File: config.mk
export PLATFORM = sky130hd
export DESIGN_NAME = traffic_intersection_ctrl
export DESIGN_NICKNAME = d
export VERILOG_FILES = /design/src/rtl/traffic_pkg.sv /design/src/rtl/traffic_phase_timer.sv /design/src/rtl/traffic_intersection_ctrl.sv
export SDC_FILE = /design/constraint.sdc
export NUM_CORES = 1
export LEC_CHECK = 0
export CAP_MARGIN = 20
export CELL_PAD_IN_SITES_DETAIL_PLACEMENT = 1
export CELL_PAD_IN_SITES_GLOBAL_PLACEMENT = 2
export CORE_MARGIN = 2
export CORE_UTILIZATION = 34
export DETAILED_ROUTE_END_ITERATION = 12
export HOLD_SLACK_MARGIN = 0.08
export PLACE_DENSITY_LB_ADDON = 0.1
export SLEW_MARGIN = 0
export SYNTH_ARGS = -nofsm -noshare
export SYNTH_HDL_FRONTEND = slang
export SYNTH_HIERARCHICAL = 1
export SYNTH_SLANG_ARGS = --single-unit
export TNS_END_PERCENT = 5
File: constraint.sdc
create_clock -name clk -period 3.7 [get_ports clk]
set_clock_uncertainty 0.05 [all_clocks]
set_input_delay 0.37 -clock clk [delete_from_list [all_inputs] [get_ports clk]]
set_output_delay 0.37 -clock clk [all_outputs]
set_load 0.05 [all_outputs]
File: src/rtl/traffic_pkg.sv
// traffic_pkg: state encoding shared by the intersection controller and its timer mux
package traffic_pkg;
    localparam int STATE_W = 3;
    localparam logic [STATE_W-1:0] AR_NS = 3'd0;
    localparam logic [STATE_W-1:0] NS_G  = 3'd1;
    localparam logic [STATE_W-1:0] NS_Y  = 3'd2;
    localparam logic [STATE_W-1:0] AR_EW = 3'd3;
    localparam logic [STATE_W-1:0] EW_G  = 3'd4;
    localparam logic [STATE_W-1:0] EW_Y  = 3'd5;
    localparam logic [STATE_W-1:0] PED   = 3'd6;
    localparam logic [STATE_W-1:0] FLASH = 3'd7;
endpackage

File: src/rtl/traffic_phase_timer.sv
// traffic_phase_timer: phase counter that pulses expire on the last cycle of a phase
module traffic_phase_timer #(
    parameter int W = 8
) (
    input  logic         clk,
    input  logic         rst,
    input  logic         clr,
    input  logic [W-1:0] limit,
    output logic         expire
);
    logic [W-1:0] count_q, count_d;
    assign expire = count_q == limit;
    always_comb count_d = (clr || expire) ? '0 : count_q + 1'b1;
    always_ff @(posedge clk)
        if (rst) count_q <= '0;
        else     count_q <= count_d;
endmodule

File: src/rtl/traffic_intersection_ctrl.sv
// traffic_intersection_ctrl: two-road light sequencer with all-red clearance, walk phase and night flash
module traffic_intersection_ctrl
    import traffic_pkg::*;
#(
    parameter int TIMER_W       = 8,
    parameter int NS_GREEN_TIME = 20,
    parameter int EW_GREEN_TIME = 15,
    parameter int YELLOW_TIME   = 3,
    parameter int ALL_RED_TIME  = 2,
    parameter int PED_WALK_TIME = 10,
    parameter int FLASH_HALF    = 4
) (
    input  logic clk,
    input  logic rst,
    input  logic ped_req,
    input  logic flash_mode,
    output logic ns_red,
    output logic ns_yellow,
    output logic ns_green,
    output logic ew_red,
    output logic ew_yellow,
    output logic ew_green,
    output logic walk,
    output logic ped_pending
);
    logic [STATE_W-1:0] state_q, state_d;
    logic               ped_q, ped_d, blink_q, blink_d;
    logic [TIMER_W-1:0] limit;
    logic               expire, clr;
    always_comb begin
        limit = TIMER_W'(ALL_RED_TIME - 1);
        case (state_q)
            NS_G:         limit = TIMER_W'(NS_GREEN_TIME - 1);
            EW_G:         limit = TIMER_W'(EW_GREEN_TIME - 1);
            NS_Y, EW_Y:   limit = TIMER_W'(YELLOW_TIME - 1);
            PED:          limit = TIMER_W'(PED_WALK_TIME - 1);
            FLASH:        limit = TIMER_W'(FLASH_HALF - 1);
            default:      limit = TIMER_W'(ALL_RED_TIME - 1);
        endcase
    end
    // flash exit is the only transition not aligned to a timer expiry, so it clears the timer itself
    assign clr = state_q == FLASH && !flash_mode;
    traffic_phase_timer #(.W(TIMER_W)) u_timer (
        .clk    (clk),
        .rst    (rst),
        .clr    (clr),
        .limit  (limit),
        .expire (expire)
    );
    always_comb begin
        state_d = state_q;
        case (state_q)
            AR_NS:   state_d = expire ? (flash_mode ? FLASH : NS_G) : AR_NS;
            NS_G:    state_d = expire ? NS_Y : NS_G;
            NS_Y:    state_d = expire ? AR_EW : NS_Y;
            AR_EW:   state_d = expire ? EW_G : AR_EW;
            EW_G:    state_d = expire ? EW_Y : EW_G;
            EW_Y:    state_d = expire ? ((ped_q || ped_req) ? PED : AR_NS) : EW_Y;
            PED:     state_d = expire ? AR_NS : PED;
            FLASH:   state_d = flash_mode ? FLASH : AR_NS;
            default: state_d = AR_NS;
        endcase
    end
    always_comb begin
        ped_d   = (state_d == PED || state_q == PED) ? 1'b0 : ped_q | ped_req;
        blink_d = (state_d != FLASH) ? blink_q : (state_q != FLASH) ? 1'b1 : blink_q ^ expire;
    end
    always_ff @(posedge clk)
        if (rst) begin
            state_q <= AR_NS;
            ped_q   <= 1'b0;
            blink_q <= 1'b0;
        end else begin
            state_q <= state_d;
            ped_q   <= ped_d;
            blink_q <= blink_d;
        end
    assign ns_red      = state_q inside {AR_NS, AR_EW, PED, EW_G, EW_Y};
    assign ns_yellow   = state_q == NS_Y || (state_q == FLASH && blink_q);
    assign ns_green    = state_q == NS_G;
    assign ew_red      = state_q inside {AR_NS, AR_EW, PED, NS_G, NS_Y} || (state_q == FLASH && blink_q);
    assign ew_yellow   = state_q == EW_Y;
    assign ew_green    = state_q == EW_G;
    assign walk        = state_q == PED;
    assign ped_pending = ped_q;
endmodule
==> results.json, run 1 <==
{
  "outcome": "completed",
  "critPathKind": "reg2reg",
  "drt-vias-per-instance": 5.68,
  "hpwlAfterDp_um": 1750,
  "grt_usage_pct": 16.8,
  "gp_congestion": 0.723,
  "crit_buf_inv": 0,
  "end_kind": "flop",
  "min_path_type": "reg2reg",
  "worstReg2RegEnd": "blink_q",
  "ant_nets": 0,
  "drv_cap": 0,
  "fp.dieW_um": 56.2,
  "layout_common_cells": "13 x dfxtp_1, 11 x clkdlybuf4s50_1, 10 x xor2_1",
  "max_freq_mhz": 371,
  "first_pass_iters": 4,
  "die-area_mm2": 0.00316,
  "routed_wl_um": 2320,
  "drive_gt1_share_pct": 12.3,
  "synthTopCellsByArea": "dfxtp_1 28%, xor2_1 9.5%, a211oi_1 5.7%",
  "dr.first_iter.drc_count": 25,
  "clk_pin_slew_ns": 0.09,
  "worst_pin_slew_ns": 0.511,
  "ir_drop_v": 0.000312,
  "ctsHoldBuffers": 0,
  "setup_violations": 0,
  "wl_met2_um": 1160,
  "cts_root_buf": "clkbuf_4",
  "grt_pass1_vias": 884,
  "yosys_warnings": 6,
  "avgSynthCellArea_um2": 8.42,
  "min_path_cells": 1,
  "worstPathCellList": "nor2b_1 -> nor3_1 -> a21oi_1 -> xor2_1 -> nor4_4 -> and2_1 -> nand2_1 -> or3_1 -> a31oi_1",
  "postCtsSetupBuffers": 0,
  "design_area_mm2": 0.00108,
  "ios": 12,
  "htreeDepth": 1,
  "hold_start": "u_timer/count_q[0]",
  "portBuffers": 11,
  "final_common_cell": "dfxtp_1",
  "grt_overflow": 0,
  "setup-tns-final_ns": 0,
  "dr_total_vias": 863,
  "clk_latency_ns": 0.29,
  "antenna_found_initial": 0,
  "utilization_pct": 43.0,
  "post_drt_wl_per_cell_um": 15.3,
  "worstHoldEndpoint": "u_timer/count_q[0]",
  "grt_setup_unrepaired": "false",
  "area_delta_synth_final_pct": 17.2,
  "cts_resized": 0,
  "startpoint_type": "flop",
  "clock_path_buffers": 2,
  "layout.nets": 128,
  "drc": 0,
  "cpLargestDelayFamily": "simple AND/OR/NAND/NOR gates",
  "r2r_start": "state_q[1]",
  "r2r_slack_ns": 1.00,
  "grt_pass1_wl_um": 4170,
  "synthArstFlopShare_pct": 0,
  "cts.sinks": 13,
  "cp_max_fo": 10,
  "cts_tree": "done",
  "synthFlopType": "dfxtp_1",
  "ys_types": 42,
  "antenna_cells": 0,
  "die_y_um": 56.2,
  "cts_buffers": 3,
  "critPathArrivalTime_ns": 2.87,
  "cp_slowest_cell": "nor4_4",
  "synth-seq-cells": 13,
  "synth_cells": 110,
  "fin_crit_sh_pct": 72.9,
  "num_rows": 18,
  "power.density_mw_per_mm2": 663,
  "worstPathRequired_ns": 3.87,
  "start_util_pct": 36.7,
  "min_period_ns": 2.70,
  "grt_max_degree": 17,
  "critPathMaxStageDelay_ns": 0.51,
  "hold_violations": 0,
  "slew_viol_final": 0,
  "placed_area_mm2": 0.00106,
  "synth.largest_area_cell": "dfxtp_1",
  "whs_ns": 0.477,
  "route.met3.wl_um": 101,
  "relSlewSlack_pct": 65.7,
  "coreArea_mm2": 0.00252,
  "wirelength_met1_um": 1030,
  "p_leak_nw": 0.390,
  "synth_edf_count": 0,
  "ff2ff_path_depth": 9,
  "synthesis.area_um2": 926,
  "ys_seq_area_share_pct": 28.1,
  "dr.max_layer_used": "met4",
  "fill_cells": 307,
  "yosysTopAreaCellShare_pct": 28.1
}
layout make-up:
| cell class | count | area [um2] | area share [%] |
|---|---|---|---|
| Multi-Input combinational cell | 88 | 616 | 56.7 |
| Sequential cell | 13 | 260 | 24.0 |
| Timing Repair Buffer | 14 | 133 | 12.2 |
| Tap cell | 30 | 37.5 | 3.46 |
| Clock buffer | 3 | 22.5 | 2.08 |
| Inverter | 3 | 11.3 | 1.04 |
| Clock inverter | 1 | 5.00 | 0.461 |
worst max path at each step:
stage,startpoint,endpoint,cells after the start
after floorplan,state_q[2],blink_q,10
after global placement,state_q[1],blink_q,9
after detailed placement,state_q[1],blink_q,9
after CTS,state_q[1],blink_q,9
after global routing,state_q[2],blink_q,9
final,state_q[1],blink_q,9
routing by layer:
layer	track usage, %	up-vias
li1	-	426
met1	20.7	413
met2	27.9	17
met3	5.58	7
met4	4.08	0
met5	0	-
report_power, final:
group / internal, mW / switching [mW]
Sequential: 0.162 / 0.0249
Combinational: 0.156 / 0.279
Clock: 0.0403 / 0.0569
registers in the layout, indices dropped and copies added, names as in the netlist:
| signal | cells |
|---|---|
| blink_q | 1 |
| ped_pending | 1 |
| u_timer/count_q | 8 |
| state_q | 3 |
stage by stage:
| step | setup WS, ns | power [mW] | std cells |
|---|---|---|---|
| after floorplan | 0.197 | 0.524 | 112 |
| after global placement | 1.05 | 0.625 | 148 |
| after detailed placement | 1.01 | 0.628 | 148 |
| after CTS | 0.977 | 0.729 | 152 |
| after global routing | 0.734 | 0.776 | 152 |
| final | 1.00 | 0.719 | 152 |
synth_stat cells (4+ instances only):
library cell,n
dfxtp_1,13
xor2_1,10
a211oi_1,7
nor2_1,7
o21ai_0,7
a21oi_1,5
nand2_1,5
or3_1,4
worst register-to-register path, delay by kind of cell (launching register included):
family | cells | cell delay (ns)
simple gates | 6 | 1.75
flops | 1 | 0.39
compound gates | 2 | 0.31
xor+xnor | 1 | 0.13
kinds of logic after synthesis:
kind of cell,Yosys count,share of synthesized area [%]
other,1,0.405
adder cells (fa/ha/maj),1,1.35
multiplexers,1,1.08
AND/OR/NAND/NOR,40,28.9
AO/OA/AOI/OAI,32,23.5
flip-flops,13,28.1
XOR/XNOR,11,10.4
buffers and inverters,11,6.21
No activity file was read; power rests on OpenSTA's default activity.
==> run 2, diff against run 1 <==
CORE_UTILIZATION = 32   (was 34)
clock period = 2.7 ns   (was 3.7 ns; I/O delays follow)
==> run 2 against run 1 <==
Effect of this change: final cell count rose by 3.3%; global-route usage fell by 0.96 points; cell area rose by 3.9%; core utilization fell by 2.1 points; register-to-register slack got worse by 0.68 ns; wire length rose by 2.6%; via count fell by 2.3%; non-clock buffer count rose by 4; clock-buffer cell count rose by 1; worst setup slack got worse by 0.71 ns; clock power rose by 31%; die area rose by 5.8%.
==> results.json, run 2 (synthesized netlist as in run 1, its figures left out) <==
{
  "drc": 0,
  "largest_register": "u_timer/count_q",
  "slew_viol_final": 0,
  "min_path_cells": 1,
  "critPathMaxStageDelay_ns": 0.80,
  "end_kind": "output pin",
  "cpLargestDelayFamily": "buffers and inverters",
  "cp_slowest_cell": "clkdlybuf4s50_1",
  "power.internal_mw": 0.526,
  "hpwlAfterDp_um": 1860,
  "place_ws_ns": 0.213,
  "die-area_mm2": 0.00334,
  "ff2ff_path_depth": 9,
  "worstHoldEndpoint": "u_timer/count_q[0]",
  "layout_common_cells": "13 x dfxtp_1, 10 x clkdlybuf4s50_1, 10 x xor2_1",
  "p_leak_nw": 0.410,
  "power.density_mw_per_mm2": 915,
  "drive_gt1_share_pct": 17.5,
  "antenna_cells": 0,
  "min_period_ns": 2.41,
  "worstPathCellList": "buf_4 -> nor2_1 -> buf_4 -> nor2_1 -> nor2_1 -> clkdlybuf4s50_1",
  "die_y_um": 57.8,
  "grt_pass1_wl_um": 4120,
  "swShare_pct": 48.9,
  "grt_overflow": 0,
  "power_frac_clock_pct": 12.3,
  "antenna_found_initial": 0,
  "num_rows": 19,
  "min_path_type": "reg2reg",
  "coreArea_mm2": 0.00276,
  "crit_buf_inv": 3,
  "seqCellArea_um2": 260,
  "clock_path_buffers": 2,
  "relSlewSlack_pct": 66.4,
  "fp.dieW_um": 57.8,
  "cp_max_fo": 7,
  "grt_max_degree": 14,
  "r2r_slack_ns": 0.32,
  "drt-vias-per-instance": 5.37,
  "finalPower_mw": 1.03,
  "r2r_start": "state_q[1]",
  "worst_pin_slew_ns": 0.503,
  "start_util_pct": 33.6,
  "worstReg2RegEnd": "blink_q",
  "dp.cells": 153,
  "fin_crit_sh_pct": 89.2,
  "clk_pin_slew_ns": 0.09,
  "ant_nets": 0,
  "hold_start": "u_timer/count_q[0]",
  "final_common_cell": "dfxtp_1",
  "design_area_mm2": 0.00113,
  "cpMostUsedCell": "nor2_1",
  "dr_total_vias": 843,
  "ir_drop_v": 0.000445,
  "clk_latency_ns": 0.27,
  "drv_cap": 0,
  "setup_ws_ns": 0.291,
  "outcome": "completed",
  "startpoint_type": "flop",
  "critPathArrivalTime_ns": 2.09,
  "setup-tns-final_ns": 0,
  "critPathKind": "reg2out",
  "grt_usage_pct": 15.8,
  "max_freq_mhz": 415,
  "worstPathRequired_ns": 2.38,
  "dr.first_iter.drc_count": 22,
  "cts.sinks": 13,
  "placed_area_mm2": 0.00110,
  "ctsHoldBuffers": 0,
  "pwr-share-seq_pct": 25.5,
  "cts_tree": "done",
  "cts_root_buf": "clkbuf_4",
  "post_drt_wl_per_cell_um": 15.2,
  "p_sw_mw": 0.505,
  "htreeDepth": 1,
  "area_delta_synth_final_pct": 21.8,
  "largest_reg_flops": 8,
  "layout.nets": 132,
  "ios": 12,
  "fin_cells": 157,
  "gp_congestion": 0.773,
  "comb_power_share_pct": 62.2,
  "cts_buffers": 3,
  "portBuffers": 11,
  "grt_pass1_vias": 908,
  "setup_violations": 0,
  "fill_cells": 337,
  "grt_setup_unrepaired": "false",
  "multiInputGateArea_um2": 631,
  "first_pass_iters": 4,
  "routed_wl_um": 2380,
  "hold_violations": 0,
  "largestRegisters": "u_timer/count_q: 8 flops, state_q: 3 flops"
}
## run 2: cell types whose count changed in the layout (fill, tap and decap cells not counted)
cell and delta:
and2_2 +1, clkinv_2 -1, clkdlybuf4s50_1 -1, and2_1 -2
nor3_4 +1, buf_4 +5, and2_4 +1, clkbuf_1 +1
nor3_1 -1
## run 2: worst max path at each step
stage	from	endpoint	slack, ns	cells after the start
after floorplan	state_q[2]	blink_q	0.06	11
after global placement	state_q[1]	state_q[2]	0.26	9
after detailed placement	state_q[1]	blink_q	0.21	9
after CTS	state_q[1]	blink_q	0.20	9
after global routing	state_q[1]	blink_q	0.05	9
final	state_q[0]	ns_yellow	0.29	6
## run 2: per-layer routing
| metal | track usage (%) | share of wire (%) | vias up |
|---|---|---|---|
| li1 | - | - | 426 |
| met1 | 18.2 | 44 | 406 |
| met2 | 29.7 | 52 | 9 |
| met3 | 3.57 | 3.6 | 2 |
| met4 | 2.99 | 0.67 | 0 |
| met5 | 0 | 0 | - |
## run 2: power by group through the flow
| stage | clock [mW] | combinational (mW) | sequential, mW |
|---|---|---|---|
| after global placement | 0 | 0.641 | 0.265 |
| after CTS | 0.131 | 0.648 | 0.263 |
| final | 0.127 | 0.641 | 0.262 |
| after global routing | 0.144 | 0.694 | 0.270 |
| after detailed placement | 0 | 0.646 | 0.268 |
| after floorplan | 0 | 0.485 | 0.253 |
## run 2: area by class of cell
class                      count  share of cell area (%)
clock buffer                   4                    2.33
sequential                    13                    23.1
inverter                       3                   0.999
tap                           31                    3.44
timing repair buffer          18                    14.2
multi-input combinational     88                    55.9
## run 2: per-stage QoR
stage               hold WS, ns  utilization [%]
floorplan                 0.289                -
global placement          0.450             39.9
detailed placement        0.469             39.9
CTS                       0.482             40.8
global route              0.518             40.9
finish                    0.478             40.9
## run 2: timing repair
item | 4_1_cts | 5_1_grt
setup buffers | 0 | 0
endpoints found under the setup margin | 0 | 3
resized for setup | 0 | 1
==> run 3, diff against run 2 <==
CORE_UTILIZATION = 31   (was 32)
SYNTH_HIERARCHICAL = not set   (was 1)
==> run 3 against run 2 <==
Effect of this change: die area rose by 0.92%; via count decreased by 3.9%; global-route usage grew 0.13 points; combinational power shrank 3%; critical path type unchanged; maximum frequency shrank 0.54%; first-iteration DRC count grew 9.1%; clock power grew 4%; synthesized cell count stayed put; largest cell class unchanged; sequential power rose by 26%; largest power group unchanged; critical endpoint is now ew_red; highest routed layer unchanged; critical path depth fell by 3; core utilization fell by 2.6 points.
==> results.json, run 3 <==
{
  "critPathMaxStageDelay_ns": 0.80,
  "cp_slowest_cell": "clkdlybuf4s50_1",
  "dr.first_iter.drc_count": 24,
  "layout.nets": 126,
  "drv_cap": 0,
  "cts_buffers": 3,
  "grt_overflow": 0,
  "min_path_type": "reg2reg",
  "clk_latency_ns": 0.29,
  "largest_register": "u_timer.count_q",
  "r2r_slack_ns": 0.37,
  "power.density_mw_per_mm2": 1030,
  "clk_pin_slew_ns": 0.09,
  "synth-seq-cells": 13,
  "critPathArrivalTime_ns": 2.10,
  "synthesis.area_um2": 906,
  "max_freq_mhz": 413,
  "r2r_start": "state_q[1]",
  "cts_resized": 0,
  "portBuffers": 11,
  "cp_max_fo": 17,
  "ys_seq_area_share_pct": 28.7,
  "num_rows": 19,
  "outcome": "completed",
  "grt_pass1_wl_um": 4050,
  "drc": 0,
  "synth.largest_area_cell": "dfxtp_1",
  "fp.dieW_um": 58.1,
  "yosys_warnings": 0,
  "cts_root_buf": "clkbuf_4",
  "hpwlAfterDp_um": 1740,
  "cts.sinks": 13,
  "ys_types": 45,
  "gp_congestion": 0.752,
  "worstHoldEndpoint": "u_timer.count_q[6]",
  "place_ws_ns": 0.377,
  "swShare_pct": 50.4,
  "worstPathRequired_ns": 2.38,
  "ctsHoldBuffers": 0,
  "relSlewSlack_pct": 58.6,
  "antenna_cells": 0,
  "grt_pass1_vias": 831,
  "coreArea_mm2": 0.00276,
  "cpLargestDelayFamily": "buffers and inverters",
  "synthTopCellsByCount": "13 x dfxtp_1, 13 x nor2_1, 8 x xor2_1, 7 x nand3_1",
  "yosysTopAreaCellShare_pct": 28.7,
  "min_path_cells": 2,
  "worst_pin_slew_ns": 0.620,
  "ff2ff_path_depth": 6,
  "worstPathCellList": "o21ai_0 -> nand2_1 -> clkdlybuf4s50_1",
  "startpoint_type": "flop",
  "p_sw_mw": 0.547,
  "largestRegisters": "u_timer.count_q: 8 flops, state_q: 3 flops",
  "power_frac_clock_pct": 12.1,
  "setup-tns-final_ns": 0,
  "fin_crit_sh_pct": 89.7,
  "avgSynthCellArea_um2": 8.24,
  "ant_nets": 0,
  "final_common_cell": "nor2_1",
  "setup_ws_ns": 0.278,
  "start_util_pct": 32.8,
  "routed_wl_um": 2260,
  "cts_tree": "done",
  "syn_nets": 115,
  "area_delta_synth_final_pct": 16.4,
  "htreeDepth": 1,
  "layout_common_cells": "13 x nor2_1, 12 x dfxtp_1, 9 x clkdlybuf4s50_1",
  "pwr-share-seq_pct": 30.4,
  "die-area_mm2": 0.00337,
  "drive_gt1_share_pct": 15.8,
  "drt-vias-per-instance": 5.36,
  "synth_cells": 110,
  "die_y_um": 58.1,
  "power.internal_mw": 0.538,
  "hold_start": "u_timer.count_q[6]",
  "slew_viol_final": 0,
  "synthArstFlopShare_pct": 0,
  "dr_total_vias": 810,
  "postCtsSetupBuffers": 0,
  "grt_setup_unrepaired": "false",
  "p_leak_nw": 0.395,
  "grt_max_degree": 18,
  "worstReg2RegEnd": "state_q[1]",
  "synthTopCellsByArea": "dfxtp_1 29%, xor2_1 7.7%, nor2_1 5.4%",
  "cp_num_cells": 3,
  "critPathKind": "reg2out",
  "hold_violations": 0,
  "largest_reg_flops": 8,
  "ios": 12,
  "first_pass_iters": 4,
  "clock_path_buffers": 2,
  "antenna_found_initial": 0,
  "synthFlopType": "dfxtp_1",
  "post_drt_wl_per_cell_um": 14.9,
  "synth_edf_count": 0,
  "comb_power_share_pct": 57.5,
  "end_kind": "output pin",
  "crit_buf_inv": 1,
  "grt_usage_pct": 15.9,
  "min_period_ns": 2.42,
  "setup_violations": 0,
  "ir_drop_v": 0.000444
}
run 3: worst max-delay path by stage:
| stage | start | to | slack (ns) |
|---|---|---|---|
| floorplan | state_q[0] | blink_q | 0.30 |
| global placement | state_q[1] | state_q[1] | 0.40 |
| detailed placement | state_q[1] | state_q[1] | 0.38 |
| CTS | state_q[0] | ew_red | 0.23 |
| global route | state_q[1] | ew_red | 0.08 |
| finish | state_q[1] | ew_red | 0.28 |
run 3: cell type report:
class | instances | area (um2)
Fill cell | 332 | 1700
Multi-Input combinational cell | 83 | 573
Sequential cell | 13 | 262
Timing Repair Buffer | 15 | 135
Tap cell | 31 | 38.8
Clock buffer | 3 | 22.5
Inverter | 5 | 18.8
Clock inverter | 1 | 5.00
run 3: logic make-up (layout without fill, tap and decap cells):
kind of cell    after synthesis  in the layout  share of synthesized area [%]
flops                        13             13                           28.7
fa+ha+maj                     1              1                           1.38
compound gates               27             27                           23.9
simple gates                 44             44                           27.4
buf+inv                      14             24                           8.01
xor+xnor                     11             11                           10.6
run 3: routing by layer:
layer	vias up	wire [um]	track usage, %
li1	415	-	-
met2	8	1040	25.5
met4	0	30	3.99
met5	-	0	0
met1	382	1120	20.6
met3	5	69	5.36
run 3: per-stage QoR:
| stage | instances | hold WS [ns] | power (mW) | instance area (um2) | utilization [%] |
|---|---|---|---|---|---|
| CTS | 151 | 0.506 | 1.10 | 1050 | 38.2 |
| detailed placement | 147 | 0.479 | 0.959 | 1030 | 37.2 |
| finish | 151 | 0.502 | 1.08 | 1050 | 38.2 |
| floorplan | 110 | 0.286 | 0.827 | 906 | - |
| global route | 151 | 0.518 | 1.19 | 1050 | 38.2 |
| global placement | 147 | 0.454 | 0.961 | 1030 | 37.2 |
run 3: worst reg2reg max path: stages, from the launching register on:
cell,delay [ns]
dfxtp_1,0.73
xor2_1,0.30
o311ai_1,0.12
a211o_1,0.29
or2_1,0.37
a31oi_1,0.25
a211oi_1,0.10
run 3: power groups by stage:
stage          logic, mW  registers (mW)  clock network [mW]
2_1_floorplan      0.551           0.276                   0
3_3_place_gp       0.626           0.335                   0
3_5_place_dp       0.625           0.334                   0
4_1_cts            0.628           0.329               0.138
5_1_grt            0.692           0.344               0.150
6_report           0.624           0.329               0.132
